$ cat config.mk
export PLATFORM = sky130hd
export DESIGN_NAME = ahb_slave_arbiter_flat
export DESIGN_NICKNAME = d
export VERILOG_FILES = /design/src/rtl/ahb_slave_arbiter_if.sv /design/src/rtl/ahb_slave_arbiter.sv /design/src/flat_wrapper.sv
export SDC_FILE = /design/constraint.sdc
export NUM_CORES = 1
export LEC_CHECK = 0
export CELL_PAD_IN_SITES_DETAIL_PLACEMENT = 2
export CELL_PAD_IN_SITES_GLOBAL_PLACEMENT = 2
export CORE_UTILIZATION = 30
export CTS_BUF_LIST = sky130_fd_sc_hd__clkbuf_16
export DETAILED_ROUTE_END_ITERATION = 8
export DONT_BUFFER_PORTS = 1
export PLACE_DENSITY = 0.65
export SKIP_CTS_REPAIR_TIMING = 1
export SYNTH_ARGS = -nofsm -noshare
export SYNTH_HDL_FRONTEND = slang
export SYNTH_SLANG_ARGS = --single-unit
$ cat constraint.sdc
create_clock -name hclk -period 5.95 [get_ports hclk]
set_clock_uncertainty 0.15 [all_clocks]
set_input_delay 1.19 -clock hclk [delete_from_list [all_inputs] [get_ports hclk]]
set_output_delay 1.19 -clock hclk [all_outputs]
set_load 0.02 [all_outputs]
$ cat src/rtl/ahb_slave_arbiter_if.sv
// Bus bundle between one AHB slave port mux and its arbiter.
// The arbiter connects through the slave modport; the master modport drives requests and transfer controls.
interface ahb_slave_arbiter_if #(
    parameter int HMAS_NUM     = 5,
    parameter int HBURST_WIDTH = 3
);
    localparam int IDX_W = (HMAS_NUM > 1) ? $clog2(HMAS_NUM) : 1;

    logic [HMAS_NUM-1:0]     req_m;
    logic [1:0]              htrans_s;
    logic [HBURST_WIDTH-1:0] hburst_s;
    logic                    hready_s;
    logic [HMAS_NUM-1:0]     grant;
    logic [IDX_W-1:0]        hmaster;
    logic                    hsel_s;
    logic [7:0]              beat_cnt;

    modport slave (
        input  req_m, htrans_s, hburst_s, hready_s,
        output grant, hmaster, hsel_s, beat_cnt
    );

    modport master (
        output req_m, htrans_s, hburst_s, hready_s,
        input  grant, hmaster, hsel_s, beat_cnt
    );
endinterface

$ cat src/rtl/ahb_slave_arbiter.sv
// Per-slave round-robin arbiter with a registered one-hot grant.
// Fixed-length bursts keep ownership to the end; INCR bursts can be preempted after INCR_MAX_BEATS.
module ahb_slave_arbiter #(
    parameter int HMAS_NUM       = 5,
    parameter int HBURST_WIDTH   = 3,
    parameter int INCR_MAX_BEATS = 16
) (
    input  logic                  hclk,
    input  logic                  hreset,
    ahb_slave_arbiter_if.slave    bus
);
    localparam int IDX_W = (HMAS_NUM > 1) ? $clog2(HMAS_NUM) : 1;
    localparam logic [7:0] INCR_MAX_B = 8'(INCR_MAX_BEATS);

    typedef enum logic [1:0] {
        ST_IDLE    = 2'd0,
        ST_GRANTED = 2'd1,
        ST_FIXED   = 2'd2,
        ST_INCR    = 2'd3
    } state_t;

    state_t                 state_r;
    state_t                 nxt_state_s;
    logic [HMAS_NUM-1:0]    grant_r;
    logic [IDX_W-1:0]       hmaster_r;
    logic                   hsel_r;
    logic [7:0]             beat_cnt_r;
    logic [7:0]             burst_len_r;
    logic [IDX_W-1:0]       rr_ptr_r;

    logic                   pick_valid_s;
    logic [IDX_W-1:0]       pick_idx_s;
    logic [IDX_W-1:0]       rr_next_s;
    logic [HMAS_NUM-1:0]    pick_onehot_s;
    logic                   beat_ok_s;
    logic                   is_idle_s;
    logic                   is_seq_s;
    logic                   is_nonseq_s;
    logic                   owner_req_s;
    logic                   others_req_s;
    logic [7:0]             new_len_s;
    logic [7:0]             cnt_inc_s;
    logic                   take_pick_s;
    logic                   restart_s;
    logic [7:0]             nxt_cnt_s;
    logic [7:0]             nxt_len_s;

    // Burst length in beats; 0 stands for an unbounded INCR burst.
    function automatic logic [7:0] burst_len_f(input logic [HBURST_WIDTH-1:0] hb);
        logic [7:0] len;
        case (hb)
            HBURST_WIDTH'(0): len = 8'd1;
            HBURST_WIDTH'(1): len = 8'd0;
            HBURST_WIDTH'(2), HBURST_WIDTH'(3): len = 8'd4;
            HBURST_WIDTH'(4), HBURST_WIDTH'(5): len = 8'd8;
            HBURST_WIDTH'(6), HBURST_WIDTH'(7): len = 8'd16;
            default: len = 8'd1;
        endcase
        return len;
    endfunction

    function automatic logic [IDX_W-1:0] wrap_idx_f(input logic [IDX_W-1:0] base, input int off);
        int sum;
        sum = int'(base) + off;
        return (sum >= HMAS_NUM) ? IDX_W'(sum - HMAS_NUM) : IDX_W'(sum);
    endfunction

    assign beat_ok_s     = hsel_r & bus.hready_s & bus.htrans_s[1];
    assign is_idle_s     = (bus.htrans_s == 2'd0);
    assign is_nonseq_s   = (bus.htrans_s == 2'd2);
    assign is_seq_s      = (bus.htrans_s == 2'd3);
    assign owner_req_s   = |(bus.req_m & grant_r);
    assign others_req_s  = |(bus.req_m & ~grant_r);
    assign new_len_s     = burst_len_f(bus.hburst_s);
    assign cnt_inc_s     = (beat_cnt_r == 8'd255) ? 8'd255 : (beat_cnt_r + 8'd1);
    assign rr_next_s     = wrap_idx_f(pick_idx_s, 1);
    assign pick_onehot_s = {{(HMAS_NUM-1){1'b0}}, 1'b1} << pick_idx_s;

    // Round-robin search: scanning from the far end lets the nearest requester to rr_ptr win.
    always_comb begin
        pick_valid_s = |bus.req_m;
        pick_idx_s   = '0;
        for (int k = HMAS_NUM - 1; k >= 0; k--) begin
            pick_idx_s = bus.req_m[wrap_idx_f(rr_ptr_r, k)] ? wrap_idx_f(rr_ptr_r, k) : pick_idx_s;
        end
    end

    // Burst tracking and the decision to re-arbitrate at this edge.
    always_comb begin
        take_pick_s = 1'b0;
        restart_s   = 1'b0;
        nxt_state_s = state_r;
        nxt_cnt_s   = beat_cnt_r;
        nxt_len_s   = burst_len_r;
        case (state_r)
            ST_IDLE: take_pick_s = 1'b1;
            ST_GRANTED: begin
                if (beat_ok_s && is_nonseq_s) begin
                    restart_s = 1'b1;
                end else if (is_idle_s && !owner_req_s) begin
                    take_pick_s = 1'b1;
                end else begin
                    nxt_state_s = ST_GRANTED;
                end
            end
            ST_FIXED: begin
                if (beat_ok_s && is_nonseq_s) begin
                    restart_s = 1'b1;
                end else if (beat_ok_s && is_seq_s) begin
                    nxt_cnt_s = cnt_inc_s;
                    if (cnt_inc_s >= burst_len_r) begin
                        take_pick_s = 1'b1;
                    end else begin
                        nxt_state_s = ST_FIXED;
                    end
                end else if (is_idle_s) begin
                    take_pick_s = 1'b1;
                end else begin
                    nxt_state_s = ST_FIXED;
                end
            end
            ST_INCR: begin
                if (is_idle_s || !owner_req_s) begin
                    take_pick_s = 1'b1;
                end else if (beat_ok_s && is_nonseq_s) begin
                    restart_s = 1'b1;
                end else begin
                    if (beat_ok_s && is_seq_s) begin
                        nxt_cnt_s = cnt_inc_s;
                    end else begin
                        nxt_cnt_s = beat_cnt_r;
                    end
                    // Preemption counts the beat accepted at this very edge.
                    if ((nxt_cnt_s >= INCR_MAX_B) && others_req_s) begin
                        take_pick_s = 1'b1;
                    end else begin
                        nxt_state_s = ST_INCR;
                    end
                end
            end
            default: take_pick_s = 1'b1;
        endcase
        if (restart_s) begin
            nxt_cnt_s = 8'd1;
            nxt_len_s = new_len_s;
            if (new_len_s == 8'd1) begin
                take_pick_s = 1'b1;
            end else if (new_len_s == 8'd0) begin
                nxt_state_s = ST_INCR;
            end else begin
                nxt_state_s = ST_FIXED;
            end
        end else begin
            nxt_len_s = burst_len_r;
        end
    end

    // Arbiter state and registered grant outputs; a wait state freezes everything.
    always_ff @(posedge hclk) begin
        if (hreset) begin
            state_r     <= ST_IDLE;
            grant_r     <= '0;
            hmaster_r   <= '0;
            hsel_r      <= 1'b0;
            beat_cnt_r  <= 8'd0;
            burst_len_r <= 8'd0;
            rr_ptr_r    <= '0;
        end else if (bus.hready_s) begin
            if (take_pick_s) begin
                beat_cnt_r  <= 8'd0;
                burst_len_r <= 8'd0;
                if (pick_valid_s) begin
                    state_r   <= ST_GRANTED;
                    grant_r   <= pick_onehot_s;
                    hmaster_r <= pick_idx_s;
                    hsel_r    <= 1'b1;
                    rr_ptr_r  <= rr_next_s;
                end else begin
                    state_r   <= ST_IDLE;
                    grant_r   <= '0;
                    hmaster_r <= '0;
                    hsel_r    <= 1'b0;
                end
            end else begin
                state_r     <= nxt_state_s;
                beat_cnt_r  <= nxt_cnt_s;
                burst_len_r <= nxt_len_s;
            end
        end
    end

    assign bus.grant    = grant_r;
    assign bus.hmaster  = hmaster_r;
    assign bus.hsel_s   = hsel_r;
    assign bus.beat_cnt = beat_cnt_r;
endmodule

$ cat src/flat_wrapper.sv
// flat-port wrapper written by rule: the top's interface ports become plain ports
module ahb_slave_arbiter_flat 
#(
    parameter int HMAS_NUM       = 5,
    parameter int HBURST_WIDTH   = 3,
    parameter int INCR_MAX_BEATS = 16
)
  (hclk, hreset, bus_req_m, bus_htrans_s, bus_hburst_s, bus_hready_s, bus_grant, bus_hmaster, bus_hsel_s, bus_beat_cnt);
  ahb_slave_arbiter_if #(.HMAS_NUM(HMAS_NUM), .HBURST_WIDTH(HBURST_WIDTH)) bus_i ();
  input  logic hclk;
  input  logic hreset;
  input wire logic [$bits(bus_i.req_m)-1:0] bus_req_m;
  input wire logic [$bits(bus_i.htrans_s)-1:0] bus_htrans_s;
  input wire logic [$bits(bus_i.hburst_s)-1:0] bus_hburst_s;
  input wire logic [$bits(bus_i.hready_s)-1:0] bus_hready_s;
  output wire logic [$bits(bus_i.grant)-1:0] bus_grant;
  output wire logic [$bits(bus_i.hmaster)-1:0] bus_hmaster;
  output wire logic [$bits(bus_i.hsel_s)-1:0] bus_hsel_s;
  output wire logic [$bits(bus_i.beat_cnt)-1:0] bus_beat_cnt;
  assign bus_i.req_m = bus_req_m;
  assign bus_i.htrans_s = bus_htrans_s;
  assign bus_i.hburst_s = bus_hburst_s;
  assign bus_i.hready_s = bus_hready_s;
  assign bus_grant = bus_i.grant;
  assign bus_hmaster = bus_i.hmaster;
  assign bus_hsel_s = bus_i.hsel_s;
  assign bus_beat_cnt = bus_i.beat_cnt;
  ahb_slave_arbiter #(.HMAS_NUM(HMAS_NUM), .HBURST_WIDTH(HBURST_WIDTH), .INCR_MAX_BEATS(INCR_MAX_BEATS)) u_core (.hclk(hclk), .hreset(hreset), .bus(bus_i));
endmodule
==> results.json <==
{
  "status": "complete, no violations",
  "grt_overflow": 0,
  "min_to": "u_core.burst_len_r[2]",
  "slew-limit-headroom_pct": 44.9,
  "start_util_pct": 30.8,
  "max_cap_violations": 0,
  "antenna_found_initial": 0,
  "cts.clk_slew.worst_paths_ns": 0.08,
  "vias": 2941,
  "ys_warn_count": 0,
  "cts_root_buf": "clkbuf_16",
  "synth_top_area_share_pct": 17.4,
  "r2r_slack_ns": 1.16,
  "die_w_microns": 102,
  "synth-edff-count": 0,
  "die_h_microns": 102,
  "grt_pass1_vias": 3012,
  "finalPower_mw": 1.02,
  "post_drt_via_cell_ratio": 5.79,
  "synth_common_cells": "a21oi_1, nand2_1, dfxtp_1, ha_1, nor2_1",
  "area_delta_synth_final_pct": 4.97,
  "cts_max_level": 1,
  "start_kind": "flip-flop",
  "layout-drive-gt1-share_pct": 6.93,
  "diodes": 0,
  "reg2reg_to": "u_core.rr_ptr_r[0]",
  "layout_worst_path_cycle_share_pct": 80.4,
  "worstPathMaxFanout": 10,
  "slew_violations": 0,
  "required_ns": 6.00,
  "routed_wl_microns": 10100,
  "tightest_slew_ns": 0.821,
  "grt_pass1_wl_microns": 16300,
  "fmax_mhz": 209,
  "ios": 30,
  "hold_path.class": "flip-flop to flip-flop",
  "worstHoldStart": "u_core.burst_len_r[2]",
  "ant_nets": 0,
  "fill_cells": 1166,
  "rsz0062_at_grt": "no",
  "synthTopCellsByArea": "dfxtp_1, ha_1, a21oi_1, nand2_1, nor2_1",
  "synth.avg_cell_area_sq_um": 7.63,
  "finalSetupTns_ns": 0,
  "rr_startpoint": "u_core.rr_ptr_r[1]",
  "hold_violations": 0,
  "p_leak_nw": 1.18,
  "min_period_ns": 4.79,
  "ys_seq_area_share_pct": 17.4,
  "io_buffers": 0,
  "dominantRegCellSynth": "dfxtp_1",
  "core_sq_um": 9730,
  "synth_area_sq_um": 3000,
  "clock_sinks": 26,
  "critPathKind": "flip-flop to flip-flop",
  "place.gp.congestion": 0.831,
  "cts_tree": "done",
  "first_pass_iters": 5,
  "yosys.area.top_type": "dfxtp_1",
  "worstHoldPathCells": 2,
  "dieArea_sq_um": 10400,
  "synthDistinctLibCells": 73,
  "row_count": 36,
  "clockBufferDepth": 2,
  "powerDensity_nw_per_um2": 324,
  "critPathCaptureType": "flip-flop",
  "grt_max_degree": 37,
  "setup-violations-final": 0,
  "cts-buffers-inserted": 3,
  "cp_data_arrival_time_ns": 4.84,
  "clock_latency_ns": 0.27,
  "ir_worst_vdd_mv": 0.163,
  "drt-wirelength-per-cell_microns": 19.9,
  "syn-num-nets": 433,
  "layout.nets": 416,
  "rr_worst_depth": 16,
  "drt-initial-drc-count": 117,
  "synth_seq_cells": 26,
  "grtUsageTotal_pct": 20.1,
  "hpwl_microns": 7770,
  "syn_inst": 393,
  "ys_async_sr_fraction_pct": 0,
  "drcViolationCount": 0
}
cell families after synthesis:
family,synth area share (%)
simple gates,25.0
compound gates,32.3
buf+inv,7.47
fa+ha+maj,11.5
flops,17.4
mux,5.43
xor+xnor,0.877
registers in the layout, indices dropped and copies added (netlist names):
register	count
u_core.state_r	2
u_core.rr_ptr_r	3
u_core.bus.hsel_s	1
u_core.bus.hmaster	3
u_core.bus.grant	5
u_core.bus.beat_cnt	8
u_core.burst_len_r	4
worst max-delay path: stages, from the launching register on:
cell and delay (ns):
dfxtp_1 0.56, inv_1 0.26, ha_1 0.31, ha_1 0.43
a21oi_4 0.26, mux2_1 0.34, a31o_1 0.24, o21a_1 0.20
o311ai_1 0.31, a21oi_1 0.14, or2_1 0.30, inv_1 0.13
ha_1 0.17, ha_1 0.25, a21o_1 0.19, or3_1 0.31
a31oi_1 0.15
final cells by class:
| class | count | area (sq um) | share of cell area [%] |
|---|---|---|---|
| clock buffers | 3 | 75.1 | 2.39 |
| repair buffers | 1 | 7.51 | 0.239 |
| flip-flops and latches | 26 | 520 | 16.5 |
| multi-input cells | 319 | 2250 | 71.6 |
| well taps | 133 | 166 | 5.29 |
| inverters | 25 | 93.8 | 2.98 |
| clock inverters | 1 | 30.0 | 0.954 |
report_power, final:
group          switching, mW  internal [mW]  total [mW]
registers             0.0394          0.193       0.232
logic                  0.356          0.225       0.582
clock network         0.0713          0.134       0.206
total                  0.467          0.553        1.02
worst max-delay path by stage:
stage	slack, ns	from	cells after the start	end
final	1.16	u_core.rr_ptr_r[1]	16	u_core.rr_ptr_r[0]
after global routing	0.85	u_core.rr_ptr_r[1]	16	u_core.rr_ptr_r[0]
after CTS	1.12	u_core.rr_ptr_r[1]	16	u_core.rr_ptr_r[0]
after detailed placement	1.16	u_core.rr_ptr_r[1]	16	u_core.rr_ptr_r[0]
after global placement	1.38	u_core.rr_ptr_r[1]	16	u_core.rr_ptr_r[0]
after floorplan	1.57	u_core.rr_ptr_r[0]	19	u_core.rr_ptr_r[0]
cell usage in the layout, fill, tap and decap left out, types with 8 or more instances in the layout:
cell	synthesis	layout
a31oi_1	9	9
o21a_1	10	10
ha_1	26	26
inv_1	21	21
nand3_1	17	17
o21ai_0	17	17
nor2b_1	8	8
nand2b_1	8	8
mux2i_1	8	8
nand2_1	31	31
nor2_1	26	26
a21oi_1	31	31
dfxtp_1	26	26
stage by stage:
step | hold WS (ns) | std cells | utilization (%) | area [sq um] | worst slack (ns)
2_1_floorplan | 0.282 | 393 | - | 3000 | 1.57
6_report | 0.302 | 508 | 32.3 | 3150 | 1.16
5_1_grt | 0.319 | 508 | 32.3 | 3150 | 0.846
4_1_cts | 0.305 | 508 | 32.3 | 3150 | 1.12
3_5_place_dp | 0.293 | 504 | 31.3 | 3040 | 1.16
3_3_place_gp | 0.288 | 504 | 31.3 | 3040 | 1.38
layer usage:
| metal | wire, microns | vias up | track usage [%] | share of wire, % |
|---|---|---|---|---|
| met4 | 68 | 0 | 2.42 | 0.67 |
| met5 | 0 | - | 0 | 0 |
| met3 | 447 | 6 | 3.15 | 4.4 |
| met1 | 5070 | 1452 | 28.3 | 50 |
| met2 | 4550 | 56 | 33.2 | 45 |
| li1 | - | 1427 | - | - |
Power figures use the tool's default switching activity.
